==> src/rtl/uart_pkg.sv <==
// Shared definitions for the UART register port and its two-master arbiter.
//   - bus widths and register address map
//   - wishbone direction encoding (UART convention: low = write)
//   - arbiter state encoding and request payload struct
package uart_pkg;

  localparam int unsigned UART_ADDR_W    = 2;
  localparam int unsigned UART_DATA_W    = 8;
  localparam int unsigned UART_ARB_CNT_W = 8;

  localparam logic [UART_ADDR_W-1:0] UART_TX_ADDR  = 2'd0;
  localparam logic [UART_ADDR_W-1:0] UART_RX_ADDR  = 2'd1;
  localparam logic [UART_ADDR_W-1:0] UART_DIV_ADDR = 2'd2;

  localparam logic UART_WE_WRITE = 1'b0;
  localparam logic UART_WE_READ  = 1'b1;

  // Read data returned to a master whose transaction timed out.
  localparam logic [UART_DATA_W-1:0] UART_ARB_TOUT_DATA = 8'hFF;

  typedef enum logic [1:0] {
    ARB_IDLE    = 2'd0,
    ARB_BUSY    = 2'd1,
    ARB_RELEASE = 2'd2,
    ARB_TOUT    = 2'd3
  } uart_arb_state_t;

  // One master's request-side wishbone signals; cyc is the UART's "clk" strobe.
  typedef struct packed {
    logic [UART_ADDR_W-1:0] addr;
    logic [UART_DATA_W-1:0] data;
    logic                   we;
    logic                   cyc;
    logic                   stb;
  } uart_wb_req_t;

endpackage

==> src/rtl/uart_arb_timeout.sv <==
// Saturating 8-bit transaction timer for the UART arbiter.
// Ports:
//   clk, reset : clock, synchronous active-high reset
//   clear      : load the counter with zero (takes priority over enable)
//   enable     : count up by one, saturating at all-ones
//   expired    : the count is one short of LIMIT, so the next enabled
//                cycle is the LIMIT-th one
module uart_arb_timeout
  import uart_pkg::*;
#(
  parameter int unsigned LIMIT = 255
) (
  input  logic clk,
  input  logic reset,
  input  logic clear,
  input  logic enable,
  output logic expired
);

  logic [UART_ARB_CNT_W-1:0] count;

  // Counter: clear wins, then saturating increment.
  always_ff @(posedge clk) begin
    if (reset) begin
      count <= '0;
    end else if (clear) begin
      count <= '0;
    end else if (enable && (count != '1)) begin
      count <= count + UART_ARB_CNT_W'(1);
    end
  end

  // Flagged a cycle early so the owner can act on the edge that would
  // bring the count to LIMIT; kept independent of enable to avoid a loop.
  assign expired = (count == UART_ARB_CNT_W'(LIMIT - 1));

endmodule

==> src/rtl/uart_arbiter.sv <==
// Round-robin arbiter sharing the UART wishbone register port between two
// masters, with a programmable slave-ack timeout.
// Ports:
//   clk, reset          : clock, synchronous active-high reset
//   mX_addr/data_in/we  : master X request (we high = read)
//   mX_clk, mX_stb      : master X cycle strobe and select
//   mX_data_out         : master X read data (registered)
//   mX_ack              : master X acknowledge (combinational from slave)
//   s_*                 : forwarded port to the UART (s_data_in/s_ack return)
//   grant               : index of the current or last granted master
//   timeout_err         : one-cycle pulse when a transaction times out
module uart_arbiter
  import uart_pkg::*;
#(
  parameter int unsigned TIMEOUT_CYCLES = 255
) (
  input  logic                   clk,
  input  logic                   reset,
  input  logic [UART_ADDR_W-1:0] m0_addr,
  input  logic [UART_DATA_W-1:0] m0_data_in,
  output logic [UART_DATA_W-1:0] m0_data_out,
  input  logic                   m0_we,
  input  logic                   m0_clk,
  input  logic                   m0_stb,
  output logic                   m0_ack,
  input  logic [UART_ADDR_W-1:0] m1_addr,
  input  logic [UART_DATA_W-1:0] m1_data_in,
  output logic [UART_DATA_W-1:0] m1_data_out,
  input  logic                   m1_we,
  input  logic                   m1_clk,
  input  logic                   m1_stb,
  output logic                   m1_ack,
  output logic [UART_ADDR_W-1:0] s_addr,
  output logic [UART_DATA_W-1:0] s_data_out,
  output logic                   s_we,
  output logic                   s_clk,
  output logic                   s_stb,
  input  logic [UART_DATA_W-1:0] s_data_in,
  input  logic                   s_ack,
  output logic                   grant,
  output logic                   timeout_err
);

  uart_arb_state_t        state_q, state_d;
  logic                   last_q, last_d;
  logic                   grant_d;
  logic [UART_DATA_W-1:0] m0_dout_d, m1_dout_d;
  logic                   tout_d;
  logic                   cnt_clear, cnt_enable, cnt_expired;
  logic                   fwd, g_ack, cap_en;
  logic [UART_DATA_W-1:0] cap_data;
  logic                   m0_req, m1_req;
  uart_wb_req_t           m0_bus, m1_bus, g_bus;

  assign m0_req = m0_stb & m0_clk;
  assign m1_req = m1_stb & m1_clk;

  assign m0_bus = '{addr: m0_addr, data: m0_data_in, we: m0_we, cyc: m0_clk, stb: m0_stb};
  assign m1_bus = '{addr: m1_addr, data: m1_data_in, we: m1_we, cyc: m1_clk, stb: m1_stb};
  assign g_bus  = grant ? m1_bus : m0_bus;

  uart_arb_timeout #(
    .LIMIT (TIMEOUT_CYCLES)
  ) u_timeout (
    .clk     (clk),
    .reset   (reset),
    .clear   (cnt_clear),
    .enable  (cnt_enable),
    .expired (cnt_expired)
  );

  // State, round-robin pointer and registered outputs.
  always_ff @(posedge clk) begin
    if (reset) begin
      state_q     <= ARB_IDLE;
      last_q      <= 1'b1;
      grant       <= 1'b0;
      m0_data_out <= '0;
      m1_data_out <= '0;
      timeout_err <= 1'b0;
    end else begin
      state_q     <= state_d;
      last_q      <= last_d;
      grant       <= grant_d;
      m0_data_out <= m0_dout_d;
      m1_data_out <= m1_dout_d;
      timeout_err <= tout_d;
    end
  end

  // Next state, forwarding, acks and read-data capture.
  always_comb begin
    state_d    = state_q;
    last_d     = last_q;
    grant_d    = grant;
    m0_dout_d  = m0_data_out;
    m1_dout_d  = m1_data_out;
    tout_d     = 1'b0;
    cnt_clear  = 1'b0;
    cnt_enable = 1'b0;
    fwd        = 1'b0;
    g_ack      = 1'b0;
    cap_en     = 1'b0;
    cap_data   = s_data_in;
    s_addr     = '0;
    s_data_out = '0;
    s_we       = UART_WE_WRITE;
    s_clk      = 1'b0;
    s_stb      = 1'b0;

    case (state_q)
      ARB_IDLE: begin
        // A slave ack left over from before reset blocks new grants.
        if (!s_ack && (m0_req || m1_req)) begin
          grant_d   = (m0_req && m1_req) ? ~last_q : m1_req;
          cnt_clear = 1'b1;
          state_d   = ARB_BUSY;
        end
      end
      ARB_BUSY: begin
        fwd        = 1'b1;
        g_ack      = s_ack;
        cnt_enable = ~s_ack;
        if (!g_bus.stb) begin
          state_d = ARB_IDLE;
          last_d  = grant;
        end else if (s_ack) begin
          state_d = ARB_RELEASE;
          cap_en  = (g_bus.we == UART_WE_READ);
        end else if (cnt_expired) begin
          state_d  = ARB_TOUT;
          tout_d   = 1'b1;
          cap_en   = (g_bus.we == UART_WE_READ);
          cap_data = UART_ARB_TOUT_DATA;
        end
      end
      ARB_RELEASE: begin
        fwd   = 1'b1;
        g_ack = s_ack;
        if (!g_bus.cyc && !s_ack) begin
          state_d = ARB_IDLE;
          last_d  = grant;
        end
      end
      ARB_TOUT: begin
        g_ack = 1'b1;
        if (!g_bus.cyc) begin
          state_d = ARB_IDLE;
          last_d  = grant;
        end
      end
      default: state_d = ARB_IDLE;
    endcase

    if (fwd) begin
      s_addr     = g_bus.addr;
      s_data_out = g_bus.data;
      s_we       = g_bus.we;
      s_clk      = g_bus.cyc;
      s_stb      = g_bus.stb;
    end

    if (cap_en) begin
      if (grant) m1_dout_d = cap_data;
      else       m0_dout_d = cap_data;
    end

    m0_ack = g_ack & ~grant;
    m1_ack = g_ack & grant;
  end

endmodule

==> config.mk <==
export PLATFORM = sky130hd
export DESIGN_NAME = uart_arbiter
export DESIGN_NICKNAME = d
export VERILOG_FILES = /design/src/rtl/uart_pkg.sv /design/src/rtl/uart_arb_timeout.sv /design/src/rtl/uart_arbiter.sv
export SDC_FILE = /design/constraint.sdc
export NUM_CORES = 1
export LEC_CHECK = 0
export CAP_MARGIN = 20
export CORE_MARGIN = 5
export CORE_UTILIZATION = 42
export CTS_BUF_LIST = sky130_fd_sc_hd__clkbuf_4
export CTS_CLUSTER_SIZE = 16
export DETAILED_ROUTE_END_ITERATION = 16
export HOLD_SLACK_MARGIN = 0.08
export PLACE_DENSITY = 0.88
export SLEW_MARGIN = 5
export SYNTH_ARGS = -nofsm -noshare
export SYNTH_HDL_FRONTEND = slang
export SYNTH_HIERARCHICAL = 1
export SYNTH_SLANG_ARGS = --single-unit
==> constraint.sdc <==
create_clock -name clk -period 2.2 [get_ports clk]
set_clock_uncertainty 0.1 [all_clocks]
set_input_delay 0.44 -clock clk [delete_from_list [all_inputs] [get_ports clk]]
set_output_delay 0.44 -clock clk [all_outputs]
set_load 0.1 [all_outputs]
==> summary.txt, run 1 <==
Cells and area
  • Layout area overhead: 67.8%
  • Fin nets: 316
  • Layout filler cell count: 264
  • Register area: 587 sq um
  • Area of the multi-input gates: 0.00113 sq mm
  • ANT cells: 0
  • Post-Layout Inst Area: 0.00276 sq mm
  • Most common cell after layout, fill and taps aside: clkdlybuf4s50_1
  • Commonest non-fill, non-tap cells in the layout: 36 x clkdlybuf4s50_1, 31 x nor2_1, 29 x buf_4
  • Share of cells above drive strength 1: 0.311

Worst setup path
  • Critical path class: input pin to primary output
  • R2R Setup Slk: 0.31 ns
  • R2R depth: 7
  • Worst Setup End Kind: primary output
  • Max incr delay on CP: 0.47 ns
  • Element type at the critical path start: input pin
  • Worst EP arrival: 1.60 ns
  • R2R Path Start: state_q[0]$_SDFFE_PP0P_
  • Crit path launch: m0_clk
  • Crit-path cells: clkdlybuf4s50_1 -> mux2i_2 -> and2b_2 -> buf_12
  • Worst reg2reg endpoint: u_timeout/count[5]$_SDFFE_PP0P_
  • Slowest CP cell: clkdlybuf4s50_1
  • Crit-path max FO: 3
  • Critical path required time: 1.66 ns

Pwr
  • Internal: 0.00123 W
  • Psw: 0.00102 W
  • Comb power frac: 0.597
  • Switching Fraction: 0.453
  • PD cells: 817 mW/mm^2
  • Clock Power Share: 0.147
  • Pleak: 1.04 nW
  • Reg power frac: 0.256
  • VDD IR-drop max: 0.800 mV

GRT
  • Number of global-route vias before repair: 1765
  • Initial antenna violation count: 0
  • GRT Util Overall: 0.190
  • First-pass GRT wire length: 7890 um
  • Largest net degree at the start of global routing: 18
  • Total gr overflow: 0

Yosys
  • Asr flop ratio synth: 0
  • EDFF count, synth: 0
  • Syn Std Cell Area: 0.00165 sq mm
  • Post-synthesis net count: 235
  • Top cell type's share of synthesized area: 0.353
  • Post-Syn Instances: 191
  • Main synth FF type: dfxtp_1
  • Yosys warning count: 6
  • Ranking of synthesized cells by area: dfxtp_1 35%, mux2i_1 10%, a211oi_1 8.7%, nor2_1 7.1%, ha_1 5.3%
  • Synth cell types: 39
  • Sequential fraction of the synthesis area: 0.353
  • Post-Syn Area per Cell: 8.62 sq um
  • Synth area leader: dfxtp_1
  • Number of synthesized register bits: 29

CTS
  • CTS tree: done
  • Total CTS buffers: 5
  • TritonCTS sink count: 29
  • Clock-pin slew on the worst setup and hold paths: 0.09 ns
  • Root Driver: clkbuf_4
  • Clock Tree Buf Depth: 2
  • Cts hold-fix bufs: 0
  • Worst-skew pair later-pin latency: 0.33 ns
  • Htree depth: 2

STA
  • Final worst setup slack: 0.0573 ns
  • Final Hold Fails: 0
  • Max Clock Freq: 467 MHz
  • Slew @ Worst Pin: 0.280 ns
  • # setup viols final: 0
  • Fin. max-slew vios: 0
  • Fin crit period: 2.14 ns
  • RSZ-0062 raised after global routing: false
  • Crit share post-route: 0.974
  • Rel. slew slack: 0.808

Floorplanning
  • Die area: 0.00527 sq mm
  • Die Y: 72.6 um
  • FP Rows: 22
  • Io pins: 70
  • Core ar.: 0.00372 sq mm
  • Starting density of the core: 0.443
  • Die W: 72.6 um

Hold path
  • Hold path depth: 2
  • WHS Endpoint: m0_data_out[4]$_SDFFE_PP0P_
  • HP Start: m0_data_out[4]$_SDFFE_PP0P_
  • Min-Delay Path Class: register to register

Drt
  • DRT antenna net count: 0
  • DRT iter0 DRCs: 139
  • Drt via density: 5.50
  • Post-Route WL: 4920 um
  • Routed len/inst: 15.3 um
  • Drt drc: 0
  • Router iterations before antenna repair: 4
  • DR vias: 1765

Place
  • Detailed Place HPWL: 3790 um
  • Placed cell area: 0.00265 sq mm
  • Number of port buffers: 69
  • Post-Place Worst Slack: 0.0390 ns
  • GPL Wtd Cong: 0.857

Run
  • MaxCap Viol Count: 0

Run status
  • Status: complete, no violations
## metal layers
layer,global-route usage,up-vias,routed length (um),part of all wire
li1,-,849,-,-
met1,0.207,824,1790,0.36
met2,0.336,84,2560,0.52
met3,0.0716,8,505,0.10
met4,0.0635,0,63,0.013
met5,0,-,0,0
## what timing repair did
item | 4_1_cts | 5_1_grt
endpoints found under the hold margin | 0 | 0
setup endpoints to repair | 15 | 5
gates resized for setup | 5 | 6
pin swaps | 1 | 1
gates cloned | 0 | 0
buffers inserted | 3 | 0
## per-stage QoR
| step | instances | setup TNS (ns) | power [W] | util | hold WS (ns) |
|---|---|---|---|---|---|
| 6_report | 321 | 0 | 0.00226 | 0.743 | 0.406 |
| 5_1_grt | 321 | 0 | 0.00235 | 0.743 | 0.426 |
| 4_1_cts | 322 | 0 | 0.00224 | 0.738 | 0.409 |
| 3_5_place_dp | 311 | 0 | 0.00189 | 0.713 | 0.396 |
| 3_3_place_gp | 311 | 0 | 0.00187 | 0.713 | 0.385 |
| 2_1_floorplan | 191 | -0.204 | 0.00143 | - | 0.359 |
## critical path: cells and delay by family
family | cells | cell delay [ns]
simple gates | 1 | 0.27
buf+inv | 2 | 0.64
mux | 1 | 0.25
## state kept, by name, indices dropped and copies added, names as in the netlist
signal	cells
m0_data_out	8
m1_data_out	8
u_timeout/count	8
state_q	2
grant	1
last_q	1
timeout_err	1
## kinds of logic (layout without fill, tap and decap cells)
kind of cell | count (synthesis) | after routing | synth area share
flip-flops | 29 | 29 | 0.353
buffers and inverters | 14 | 96 | 0.0395
AO/OA/AOI/OAI | 39 | 39 | 0.178
multiplexers | 18 | 18 | 0.112
AND/OR/NAND/NOR | 84 | 84 | 0.265
adder cells (fa/ha/maj) | 7 | 7 | 0.0532
## power groups by stage
stage	clock network, W	logic (W)	registers (W)
CTS	0.000328	0.00133	0.000579
floorplan	0	0.000775	0.000656
detailed placement	0	0.00129	0.000594
finish	0.000330	0.00135	0.000578
global route	0.000360	0.00141	0.000582
global placement	0	0.00128	0.000593
## how the worst max path moves through the flow
stage                                  endpoint  slack, ns  cells past startpoint
detailed placement  m1_data_out[6]$_SDFFE_PP0P_       0.04                      7
global route                               s_we     0.0002                      4
finish                                    s_clk       0.06                      4
global placement                          s_clk       0.09                      4
floorplan                                m1_ack      -0.20                      3
CTS                                      m1_ack       0.01                      6
## cells in the mapped netlist, types with 3 or more instances
cell / count
a31oi_1: 4
and2b_1: 3
mux2i_1: 17
nor2_1: 31
inv_1: 6
a21oi_1: 3
nor2b_1: 13
buf_2: 4
ha_1: 7
o21ai_0: 3
nand2_1: 11
clkbuf_1: 3
dfxtp_1: 29
nand3_1: 6
a211oi_1: 19
nor3_1: 3
## final cells by class
class                   instances  area share
multi-input cells             148       0.409
repair buffers                 82       0.329
flip-flops and latches         29       0.212
well taps                      48      0.0217
clock buffers                   6      0.0163
inverters                       6     0.00815
clock inverters                 2     0.00362
Note: power is estimated with default switching activity, not from simulation.
==> run 2, diff against run 1 <==
Settings changed: ABC_CLOCK_PERIOD_IN_PS set to 2200.
==> results of run 2 <==
No change in the layout: final DEF, timing and power equal those of run 1.
==> run 3, diff against run 2 <==
Settings changed: HOLD_SLACK_MARGIN 0.08 to 0.1.
==> results of run 3 <==
No change in the layout: final DEF, timing and power equal those of run 1.
